$ cat src/rtl/emulib_rammodel_sched.sv
// Timing scheduler for the RAM model. Queues address requests and completed
// write-data events, then releases one B response or one R burst at a time,
// in acceptance order, once the programmed latency has elapsed.
module emulib_rammodel_sched #(
    parameter int ID_WIDTH     = 4,
    parameter int MAX_INFLIGHT = 8,
    parameter int LAT_WIDTH    = 8,
    parameter int TS_WIDTH     = 16
) (
    input  logic                 clk,
    input  logic                 rst_n,
    input  logic                 areq_valid,
    input  logic                 areq_write,
    input  logic [ID_WIDTH-1:0]  areq_id,
    input  logic [7:0]           areq_len,
    input  logic                 wreq_valid,
    input  logic                 wreq_last,
    input  logic [LAT_WIDTH-1:0] cfg_rd_latency,
    input  logic [LAT_WIDTH-1:0] cfg_wr_latency,
    output logic                 b_valid,
    input  logic                 b_ready,
    output logic [ID_WIDTH-1:0]  b_id,
    output logic                 r_valid,
    input  logic                 r_ready,
    output logic [ID_WIDTH-1:0]  r_id,
    output logic                 r_last,
    output logic                 err_overflow,
    output logic                 err_wlast
);

    localparam int AW = $clog2(MAX_INFLIGHT);
    localparam logic [AW:0] FULL_CNT = (AW+1)'(MAX_INFLIGHT);

    typedef enum logic [1:0] {IDLE, RBURST, BRESP} state_t;

    state_t                             state;
    logic [TS_WIDTH-1:0]                now;
    logic [7:0]                         beat;
    logic [7:0]                         beat_nx;

    // request queue storage and write-done timestamps
    logic [MAX_INFLIGHT-1:0]                rq_write;
    logic [MAX_INFLIGHT-1:0][ID_WIDTH-1:0]  rq_id;
    logic [MAX_INFLIGHT-1:0][7:0]           rq_len;
    logic [MAX_INFLIGHT-1:0][TS_WIDTH-1:0]  rq_due;
    logic [MAX_INFLIGHT-1:0][TS_WIDTH-1:0]  wq_ts;

    logic [AW:0] rq_wp, rq_rp, wq_wp, wq_rp, wr_cnt;
    logic [AW:0] rq_cnt, wq_cnt;

    logic                rq_full, rq_push, rq_pop, wq_push, wq_pop;
    logic                wlast_ev, r_fire, b_fire;
    logic                head_write;
    logic [ID_WIDTH-1:0] head_id;
    logic [7:0]          head_len;
    logic [TS_WIDTH-1:0] head_due, wq_head, rd_due, wr_due;
    logic                rd_elig, wr_elig;

    // Modular "time t has been reached": sign bit of the wrapped difference.
    function automatic logic reached(input logic [TS_WIDTH-1:0] t_now,
                                     input logic [TS_WIDTH-1:0] t);
        logic [TS_WIDTH-1:0] d;
        d = t_now - t;
        return ~d[TS_WIDTH-1];
    endfunction

    assign rq_cnt   = rq_wp - rq_rp;
    assign wq_cnt   = wq_wp - wq_rp;
    assign rq_full  = (rq_cnt == FULL_CNT);
    assign rq_push  = areq_valid && !rq_full;
    assign wlast_ev = wreq_valid && wreq_last;
    // A wlast only counts when some queued write is still waiting for its data.
    assign wq_push  = wlast_ev && (wr_cnt > wq_cnt);

    assign rd_due = now + TS_WIDTH'(cfg_rd_latency);
    assign wr_due = now + TS_WIDTH'(cfg_wr_latency);

    assign head_write = rq_write[rq_rp[AW-1:0]];
    assign head_id    = rq_id[rq_rp[AW-1:0]];
    assign head_len   = rq_len[rq_rp[AW-1:0]];
    assign head_due   = rq_due[rq_rp[AW-1:0]];
    assign wq_head    = wq_ts[wq_rp[AW-1:0]];

    assign rd_elig = (rq_cnt != '0) && !head_write && reached(now, head_due);
    assign wr_elig = (rq_cnt != '0) && head_write && (wq_cnt != '0) && reached(now, wq_head);

    assign r_fire  = r_valid && r_ready;
    assign b_fire  = b_valid && b_ready;
    assign rq_pop  = ((state == RBURST) && r_fire && r_last) || ((state == BRESP) && b_fire);
    assign wq_pop  = (state == BRESP) && b_fire;
    assign beat_nx = beat + 8'd1;

    // Queue payload storage; contents are only meaningful between the pointers.
    always_ff @(posedge clk) begin
        if (rq_push) begin
            rq_write[rq_wp[AW-1:0]] <= areq_write;
            rq_id[rq_wp[AW-1:0]]    <= areq_id;
            rq_len[rq_wp[AW-1:0]]   <= areq_len;
            rq_due[rq_wp[AW-1:0]]   <= rd_due;
        end
        if (wq_push)
            wq_ts[wq_wp[AW-1:0]] <= wr_due;
    end

    // Time base, queue pointers, pending-write count and sticky error flags.
    always_ff @(posedge clk or negedge rst_n) begin
        if (!rst_n) begin
            now          <= '0;
            rq_wp        <= '0;
            rq_rp        <= '0;
            wq_wp        <= '0;
            wq_rp        <= '0;
            wr_cnt       <= '0;
            err_overflow <= 1'b0;
            err_wlast    <= 1'b0;
        end else begin
            now <= now + 1'b1;
            if (rq_push) rq_wp <= rq_wp + 1'b1;
            if (rq_pop)  rq_rp <= rq_rp + 1'b1;
            if (wq_push) wq_wp <= wq_wp + 1'b1;
            if (wq_pop)  wq_rp <= wq_rp + 1'b1;
            wr_cnt <= wr_cnt + {{AW{1'b0}}, rq_push && areq_write} - {{AW{1'b0}}, wq_pop};
            if (areq_valid && rq_full) err_overflow <= 1'b1;
            if (wlast_ev && !wq_push)  err_wlast    <= 1'b1;
        end
    end

    // Completion FSM: one R burst or one B response at a time, outputs registered.
    always_ff @(posedge clk or negedge rst_n) begin
        if (!rst_n) begin
            state   <= IDLE;
            r_valid <= 1'b0;
            r_id    <= '0;
            r_last  <= 1'b0;
            b_valid <= 1'b0;
            b_id    <= '0;
            beat    <= '0;
        end else begin
            case (state)
                IDLE: begin
                    if (rd_elig) begin
                        r_valid <= 1'b1;
                        r_id    <= head_id;
                        r_last  <= (head_len == 8'd0);
                        beat    <= '0;
                        state   <= RBURST;
                    end else if (wr_elig) begin
                        b_valid <= 1'b1;
                        b_id    <= head_id;
                        state   <= BRESP;
                    end
                end
                RBURST: begin
                    if (r_fire) begin
                        if (r_last) begin
                            r_valid <= 1'b0;
                            r_last  <= 1'b0;
                            beat    <= '0;
                            state   <= IDLE;
                        end else begin
                            beat   <= beat_nx;
                            r_last <= (beat_nx == head_len);
                        end
                    end
                end
                BRESP: begin
                    if (b_fire) begin
                        b_valid <= 1'b0;
                        state   <= IDLE;
                    end
                end
                default: state <= IDLE;
            endcase
        end
    end

endmodule

$ cat config.mk
export PLATFORM = sky130hd
export DESIGN_NAME = emulib_rammodel_sched
export DESIGN_NICKNAME = d
export VERILOG_FILES = /design/src/rtl/emulib_rammodel_sched.sv
export SDC_FILE = /design/constraint.sdc
export NUM_CORES = 1
export LEC_CHECK = 0
export BUFFER_PORTS_ARGS = -buffer_cell sky130_fd_sc_hd__buf_2
export CELL_PAD_IN_SITES_DETAIL_PLACEMENT = 0
export CELL_PAD_IN_SITES_GLOBAL_PLACEMENT = 1
export CORE_ASPECT_RATIO = 0.9
export CORE_MARGIN = 4
export CORE_UTILIZATION = 45
export DETAILED_ROUTE_END_ITERATION = 8
export PLACE_DENSITY = 0.73
export RECOVER_POWER = 50
export REMOVE_ABC_BUFFERS = 1
export SYNTH_ARGS = -nofsm -noshare
export SYNTH_HDL_FRONTEND = slang
export SYNTH_SLANG_ARGS = --single-unit
$ cat constraint.sdc
create_clock -name clk -period 7 [get_ports clk]
set_clock_uncertainty 0.2 [all_clocks]
set_input_delay 0 -clock clk [delete_from_list [all_inputs] [get_ports clk]]
set_output_delay 0 -clock clk [all_outputs]
set_load 0.01 [all_outputs]
; After elaboration in Yosys (flattened, before gate mapping)
; Cells that the tools add are included.
[classes]
n_addsub = 14
order_cmp = 7
n_eq_ne = 11
n_mux = 47
n_bitwise = 3
n_reduce_logical = 34
[op_table]
columns = operator, count
row1 = bitwise mux 128 bit, 2
row2 = binary-select mux 16 bit (select 3 bit), 2
row3 = demux 16 bit (select 3 bit), 2
row4 = bitwise mux 64 bit, 1
row5 = two-way mux 16 bit, 4
row6 = two-way mux 8 bit, 5
row7 = adder 16 x 8 -> 16 bit, 2
row8 = bitwise mux 32 bit, 1
row9 = subtractor 16 bit, 2
row10 = binary-select mux 8 bit (select 3 bit), 1
row11 = demux 8 bit (select 3 bit), 1
row12 = logical AND 1 bit, 18
row13 = "adder 16 x 1 -> 16 bit, second input constant", 1
row14 = "adder 4 x 1 -> 4 bit, second input constant", 4
row15 = "< comparator 3 x 4 -> 1 bit, second input constant", 4
row16 = case mux 8 bit (2 select lines), 1
row17 = binary-select mux 4 bit (select 3 bit), 1
row18 = demux 4 bit (select 3 bit), 1
row19 = "!= test 2 bit, second input constant", 6
row20 = AND reduction 4 bit, 3
row21 = two-way mux 1 bit, 11
row22 = two-way mux 2 bit, 5
row23 = "adder 8 x 1 -> 8 bit, second input constant", 1
row24 = bitwise mux 8 bit, 1
row25 = other kinds (24), 36
[word_totals]
reg_bits = 419
inputBits = 36
out_inout_bits = 13
word_cells = 164

; Logic depth before layout (Yosys ltp)
; Gate-level depths: netlist of run 1.
[depth]
word_depth = 8
mapped_depth = 19

; Worst setup path after synthesis of run 1
; Ideal clock, no wire load.
[synth_timing]
path_kind = reg2reg
from = register rq_rp[2]
to = register rq_due[0] in the netlist's numbering (enable)
t_arrival_ps = 5284
path_slack_ps = 1065
path_stages_with_launch = 15
path_buffers = 5
synth_period_minus_slack_ps = 5935
cell_sequence = dfrtp_1 > buf_2 > inv_1 > buf_2 > buf_1 > clkbuf_1 > ha_1 > nor2b_1 > a221oi_1 > xnor2_1 > nor3_1 > nor2b_1 > clkbuf_1 > nand2_1 > nor3_1
[synth_via]
elab_chain_cells = 4
[synth_rtl]
columns = item, line
row1 = start: declaration, 48  ; logic [AW:0] rq_wp, rq_rp, wq_wp, wq_rp, wr_cnt;
row2 = start signal: assignment, 119  ; if (rq_pop) rq_rp <= rq_rp + 1'b1;
row3 = subtractor 4 bit, 67  ; assign rq_cnt = rq_wp - rq_rp;
row4 = equality test 4 bit, 69  ; assign rq_full = (rq_cnt == FULL_CNT);
row5 = logical NOT 1 bit, 70  ; assign rq_push = areq_valid && !rq_full;
row6 = logical AND 1 bit, 70
row7 = end signal: indexed assignment, 99  ; rq_due[rq_wp[AW-1:0]] <= rd_due;
row8 = end: declaration, 45  ; logic [MAX_INFLIGHT-1:0][TS_WIDTH-1:0] rq_due;
; Every way passes these cells.
; A chain may end at the register's enable or synchronous reset.

; Final worst setup path of run 1
[layout_timing]
from = register rq_rp[1]
to = register beat[7]
[layout_via]
elab_chain_cells = 7
[layout_rtl]
columns = item, line
row1 = binary-select mux 16 bit (select 3 bit) or binary-select mux 1 bit (select 3 bit) (tied branches), "81, 78"
row2 = two-way mux 16 bit (not written as such) or two-way mux 1 bit (tied branches), "81, 78"
row3 = subtractor 16 bit or logical NOT 1 bit (tied branches), "63, 84"
row4 = inverter 1 bit or logical AND 1 bit (tied branches), "64, 84"
row5 = logical AND 1 bit (*), 84  ; assign rd_elig = (rq_cnt != '0) && !head_write && reached(now, head_due);
row6 = != test 2 bit (no line) (*), n/a
row7 = AND reduction 3 bit (no line) (*), n/a
row8 = end signal: assignment, 161  ; beat <= beat_nx;
row9 = end: declaration, 38  ; logic [7:0] beat;
; Mark *: on every way between the ends. The rest lies on a longest branch, timed or not. The select of a mux whose other input is x is not followed.

==> key figures, run 1 <==
Drt
  • DR pass1 iterations: 5
  • Drt wl/cell: approximately 21 µm
  • Detailed-route via count: 9398
  • DR iter-0 viols: between 800 and 900
  • Final antenna-violating net count: 0
  • Via density: roughly 5.4
  • DRC: 0
  • Post-Route WL: ~37000 µm

Floorplan
  • IO Pins: 49
  • Die ar.: about 44000 µm²
  • Die width: about 220 µm
  • Initial Util: 0.458
  • Die Y: 199 µm
  • Core area: around 40000 µm²
  • Num rows: slightly below 70

Worst setup path
  • CP max-delay cell: dfrtp_1
  • Crit-path max cell delay: 1.48 ns
  • Critical Path Start Type: register
  • Critical Path, Cell by Cell: buf_4, mux4_2, mux2i_1, ha_1, a21oi_1, nand2_1, a211o_1, or4_1, a31oi_1, nand2b_2, o31ai_1
  • Worst EP required: around 7.2 ns
  • Crit end category: register
  • Setup CP Type: reg2reg
  • CP max FO: 38
  • Worst Path Arrival: around 5.6 ns

Synth
  • Ys flop type: edfxtp_1
  • Yosys warns: 0
  • Synth Instances: roughly 1100
  • Post-synthesis sequential area ratio: 0.674
  • Mapped Area: 18200 µm²
  • Synthesized area per cell: between 15 and 20 µm²
  • Number of synthesized flops with an enable pin: 360
  • Library cells used by synthesis: just under 60
  • Asr flop ratio synth: 0.141
  • Yosys reg bits: 419

Clocking
  • Post-CTS Resized: 0
  • Clk Latency, worst-skew pair: 0.55 ns
  • CTS Buffer Depth: 3
  • # Post-CTS Setup Buffers: 0
  • Cts bufs inserted: 44
  • TritonCTS clock tree: built
  • Root Buffer: clkbuf_16
  • Max H-tree Level: 2
  • CTS clk-pin slew, worst paths: 0.06 ns
  • Clk sink count: approximately 420

Timing
  • RSZ-0062 raised after global routing: no
  • F_max: 185 MHz
  • Slew Viols, Final: just under 100
  • Final Setup Violations: 0
  • Final hold violations: 0
  • Final period util: 0.772
  • Min Hold Slack: around 0.026 ns
  • Max-slew headroom: -1.36
  • Tmin final: around 5.4 ns
  • Least-Margin Pin Slew: ~3.5 ns
  • Fin Setup TNS: 0 ns

GRT
  • Largest net degree at the start of global routing: 60
  • GRT Resource Usage Total: 0.175
  • Number of global-route vias before repair: 9616
  • GRT overflow: 0
  • First-pass GRT wire length: 58000 µm
  • Initial antenna violation count: 0

Run
  • Max-cap violations: 2

Placed design
  • # port buffers: between 40 and 50
  • DPL Wire Length: approximately 24000 µm
  • Placer Congestion: 0.788

Finish
  • Share of cells above drive strength 1: 0.186
  • Commonest non-fill, non-tap cell in the layout: edfxtp_1
  • Area Overhead vs Synth: 14.6%
  • Commonest cells after routing, fill and taps aside: edfxtp_1, mux4_2, ha_1
  • Antenna cells: 0
  • Final nets: approximately 1300

Pwr
  • Peak VDD IR: between 150 and 200 µV
  • Leakage Power: ~7.7 nW
  • Pwr/cell area: 371 nW/µm²

Status
  • Violated checks: capacitance limit, slew limit
  • Status: finished, violations left

Worst hold path
  • Worst hold path class: in2reg
cell type report:
class                      instances  area, µm²
fill                            3188      18900
clock buffer                      52       1170
tap                              532        666
inverter                          36        135
sequential                       419      12300
timing repair buffer             107        742
multi-input combinational        565       5690
clock inverter                    26        191
critical path, delay by kind of cell (launching register included):
kind	cells	cell delay [ns]
flops	1	1.48
compound gates	4	1.28
simple gates	3	1.04
mux	2	0.55
buf+inv	1	0.42
fa+ha+maj	1	0.31
per-layer routing:
layer  up-vias  GRT usage  routed length (µm)
li1       4376          -                   -
met1      4767      0.266               17700
met2       205      0.261               16700
met3        50     0.0348                1910
met4         0     0.0447                 714
met5         -          0                   0
logic make-up (layout without fill, tap and decap cells):
family / after synthesis / after routing / share of synthesized area
AOI/OAI and AO/OA: 108 / 108 / 0.0385
xor gates and xnor gates: 71 / 71 / 0.0341
muxes: 140 / 140 / 0.140
adders and majority gates: 68 / 68 / 0.0483
and+or+nand+nor: 178 / 178 / 0.0486
buffers and inverters: 72 / 221 / 0.0173
DFF: 419 / 419 / 0.674
power by group:
group          internal (mW)  switching (mW)  total, mW  leakage, nW
clock                   1.27           0.939       2.21        0.654
combinational           1.03            1.13       2.16         2.96
sequential              3.11           0.272       3.39         4.06
total                   5.42            2.34       7.75         7.67
worst paths after layout:
check / slack [ns] / startpoint / depth (start not counted) / endpoint
max reg2reg: 1.60 / rq_rp[1] / 11 / beat[7]
min in group asynchronous: 1.62 / rst_n / 4 / wr_cnt[2]
min reg2reg: 0.28 / err_wlast / 1 / err_wlast
max: 1.60 / rq_rp[1] / 11 / beat[7]
min: 0.03 / areq_valid / 3 / err_overflow
max in group asynchronous: 2.47 / rst_n / 4 / rq_rp[0]
synth_stat cells, types with 3 or more instances:
cell | instances | area, µm²
nor2b_1 | 8 | 50.1
fa_1 | 4 | 80.1
dfrtp_1 | 59 | 1480
mux2_1 | 4 | 45.0
nand3_1 | 20 | 100
o31ai_1 | 4 | 30.0
ha_1 | 64 | 801
o21ai_1 | 12 | 60.1
and2_1 | 4 | 25.0
mux4_2 | 89 | 2000
or2_2 | 5 | 31.3
nor3_1 | 7 | 35.0
a311oi_1 | 3 | 26.3
a211o_1 | 3 | 26.3
clkbuf_1 | 15 | 56.3
nand4_1 | 14 | 87.6
a21o_1 | 16 | 120
buf_6 | 4 | 45.0
edfxtp_1 | 360 | 10800
nand2b_1 | 7 | 43.8
mux2i_1 | 40 | 400
inv_1 | 34 | 128
buf_2 | 9 | 45.0
buf_1 | 7 | 26.3
and3_1 | 9 | 56.3
o211ai_1 | 4 | 30.0
o2111ai_1 | 3 | 26.3
xor2_1 | 21 | 184
nor2_1 | 35 | 131
a31oi_1 | 6 | 37.5
xnor2_1 | 50 | 438
nand2_1 | 57 | 214
and4_1 | 5 | 43.8
a21oi_1 | 23 | 115
mux2_4 | 4 | 60.1
o21ai_0 | 18 | 90.1
repair_timing:
| item | CTS | global route |
|---|---|---|
| endpoints found under the setup margin | 0 | 0 |
| hold buffers | 38 | 0 |
| hold endpoints to repair | 323 | 0 |
metrics by stage:
stage                     total power [mW]  setup WS, ns  area (µm²)  std cells  utilization
after floorplan                       4.99         0.347       18100       1020            -
after global placement                5.58          2.22       19200       1621        0.482
after detailed placement              5.63          2.11       19200       1621        0.482
after CTS                             7.87          2.15       20900       1737        0.526
after global routing                  8.22          1.25       20900       1737        0.525
final                                 7.75          1.60       20900       1737        0.525
sequential cells by signal (all words and copies together), names as in the netlist, 8 cells and up:
| name | count |
|---|---|
| rq_due | 128 |
| wq_ts | 128 |
| rq_len | 64 |
| rq_id | 32 |
| now | 16 |
| beat | 8 |
| rq_write | 8 |
No activity file was read; power rests on OpenSTA's default activity.
==> run 2: changes to the inputs <==
clock period = 5.45 ns   (was 7 ns; I/O delays follow)
==> key figures, run 2 (synthesis gave the netlist of run 1 again) <==
Worst setup path
  • Worst Path Buf+Inv: 0
  • Worst Path Arrival: between 4 and 5 ns
  • Worst flop-to-flop path endpoint: beat[5]
  • Crit end category: register
  • Cells on worst reg2reg path: 10
  • Crit-path max cell delay: around 0.98 ns
  • Internal reg-to-reg setup slack: approximately 1.1 ns
  • CP max-delay cell: dfrtp_2
  • Critical Path, Cell by Cell: mux4_2, mux2i_1, ha_1, a21oi_1, nand2_1, a211o_1, or4_1, a31oi_1, nand2b_2, o21ai_1
  • Worst path top cell family by delay: compound AO/OA/AOI/OAI gates
  • CP max FO: 38
  • Setup CP Type: reg2reg
  • Worst EP required: ~5.7 ns
  • Critical Path Start Type: register
  • Worst R2R Start: rq_rp[1]

Clocking
  • Max H-tree Level: 2
  • Clk sink count: 419
  • CTS Buffer Depth: 3
  • Clk Latency, worst-skew pair: between 0.5 and 0.6 ns
  • Cts bufs inserted: 44
  • Root Buffer: clkbuf_16
  • CTS clk-pin slew, worst paths: 0.06 ns
  • TritonCTS clock tree: built

Timing
  • Tmin final: roughly 4.3 ns
  • Slew Viols, Final: 60
  • F_max: around 230 MHz
  • RSZ-0062 raised after global routing: no
  • Worst setup margin: between 1 and 1.5 ns
  • Max-slew headroom: -1.40
  • Final hold violations: 0
  • Least-Margin Pin Slew: roughly 3.6 ns
  • Final period util: 0.798
  • Min Hold Slack: 0.0240 ns
  • Final Setup Violations: 0

Drt
  • Top sig layer: met4
  • Met2 WL: between 15000 and 20000 µm
  • Met3 WL: ~1600 µm
  • DR iter-0 viols: 636
  • Final antenna-violating net count: 0
  • Post-Route WL: roughly 37000 µm
  • Detailed-route via count: about 9400
  • Drt wl/cell: 21.2 µm
  • Met1 WL: roughly 17000 µm
  • DR pass1 iterations: 5
  • Via density: 5.42
  • DRC: 0

Pwr
  • Leakage Power: 7.80 nW
  • Peak VDD IR: approximately 300 µV
  • Pwr/cell area: approximately 480 nW/µm²

GRT
  • Largest net degree at the start of global routing: 60
  • GRT overflow: 0
  • GRT Resource Usage Total: 0.173
  • Initial antenna violation count: 0
  • Number of global-route vias before repair: between 9000 and 10000
  • First-pass GRT wire length: approximately 58000 µm

Placed design
  • DPL Wire Length: 22600 µm
  • # port buffers: between 40 and 50
  • Dpl cells: 1626
  • Pre-CTS WS: about 1.1 ns
  • Placer Congestion: between 0.7 and 0.8

Status
  • Status: finished, violations left
  • Violated checks: capacitance limit, slew limit

Finish
  • Share of cells above drive strength 1: 0.191
  • Final cell count without fillers: ~1700
  • Final nets: approximately 1300
  • Fill cells: roughly 3200
  • Area Overhead vs Synth: 15.2%
  • Commonest cells after routing, fill and taps aside: edfxtp_1, mux4_2, ha_1
  • Commonest non-fill, non-tap cell in the layout: edfxtp_1
  • Antenna cells: 0

Worst hold path
  • Hold endpoint: wq_ts[87]
  • Worst hold path class: in2reg
  • Start point of the worst hold path: cfg_wr_latency[7]
  • Min-Delay Path Depth: 3

Floorplan
  • Die ar.: approximately 44000 µm²
  • Die width: between 200 and 250 µm
  • Initial Util: 0.458
  • Core area: between 30000 and 40000 µm²
  • Num rows: 69
  • Die Y: 199 µm
  • IO Pins: 49

Run
  • Max-cap violations: 1
==> run 2: cell count changes in the layout (fill, tap and decap cells not counted), sizes merged <==
| cell | change |
|---|---|
| dlygate4sd3 | -5 |
| clkinvlp | -4 |
| clkbuf | +10 |
| inv | +1 |
| buf | +4 |
| bufinv | +2 |
| clkinv | -4 |
==> run 2: worst reg2reg max path: cells and delay by family (launching register included) <==
kind,cells,cell delay [ns]
adder cells (fa/ha/maj),1,0.30
AO/OA/AOI/OAI,4,1.13
AND/OR/NAND/NOR,3,0.99
multiplexers,2,0.64
flip-flops,1,0.98
==> run 2: how the worst max path moves through the flow <==
| stage | startpoint | endpoint | cells after the start |
|---|---|---|---|
| detailed placement | rq_rp[1] | beat[5] | 10 |
| global route | rst_n | rq_rp[0] | 3 |
| global placement | rq_rp[1] | beat[3] | 10 |
| finish | rq_rp[1] | beat[5] | 10 |
| floorplan | rq_rp[0] | rq_due[0] | 8 |
| CTS | rq_rp[1] | beat[4] | 10 |
==> run 2: per-stage QoR <==
| stage | area [µm²] | util | power [mW] | setup TNS (ns) |
|---|---|---|---|---|
| CTS | 21000 | 0.529 | 10.2 | 0 |
| detailed placement | 19300 | 0.484 | 7.21 | 0 |
| finish | 21000 | 0.528 | 10.1 | 0 |
| global route | 21000 | 0.528 | 10.6 | 0 |
| global placement | 19300 | 0.484 | 7.15 | 0 |
| floorplan | 18100 | - | 6.42 | -129.89 |
==> run 2: what timing repair did <==
action,CTS,global route
gates resized for setup,0,0
hold buffers,33,0
setup buffers,0,0
endpoints found under the hold margin,306,0
==> run 2: layout make-up <==
| class | instances | area, µm² | area share |
|---|---|---|---|
| Sequential cell | 419 | 12300 | 0.585 |
| Multi-Input combinational cell | 565 | 5690 | 0.271 |
| Clock buffer | 61 | 1240 | 0.0589 |
| Timing Repair Buffer | 107 | 763 | 0.0363 |
| Tap cell | 532 | 666 | 0.0317 |
| Clock inverter | 21 | 215 | 0.0102 |
| Inverter | 36 | 135 | 0.00643 |
==> run 2: metal layers <==
layer  up-vias  global-route usage
met5         -                   0
met3        40              0.0255
li1       4390                   -
met2       207               0.273
met4         0              0.0416
met1      4803               0.259
==> run 2: power breakdown <==
group	total (mW)	switching (mW)	internal (mW)
Sequential	4.25	0.267	3.98
Clock	2.97	1.19	1.78
Combinational	2.84	1.51	1.33
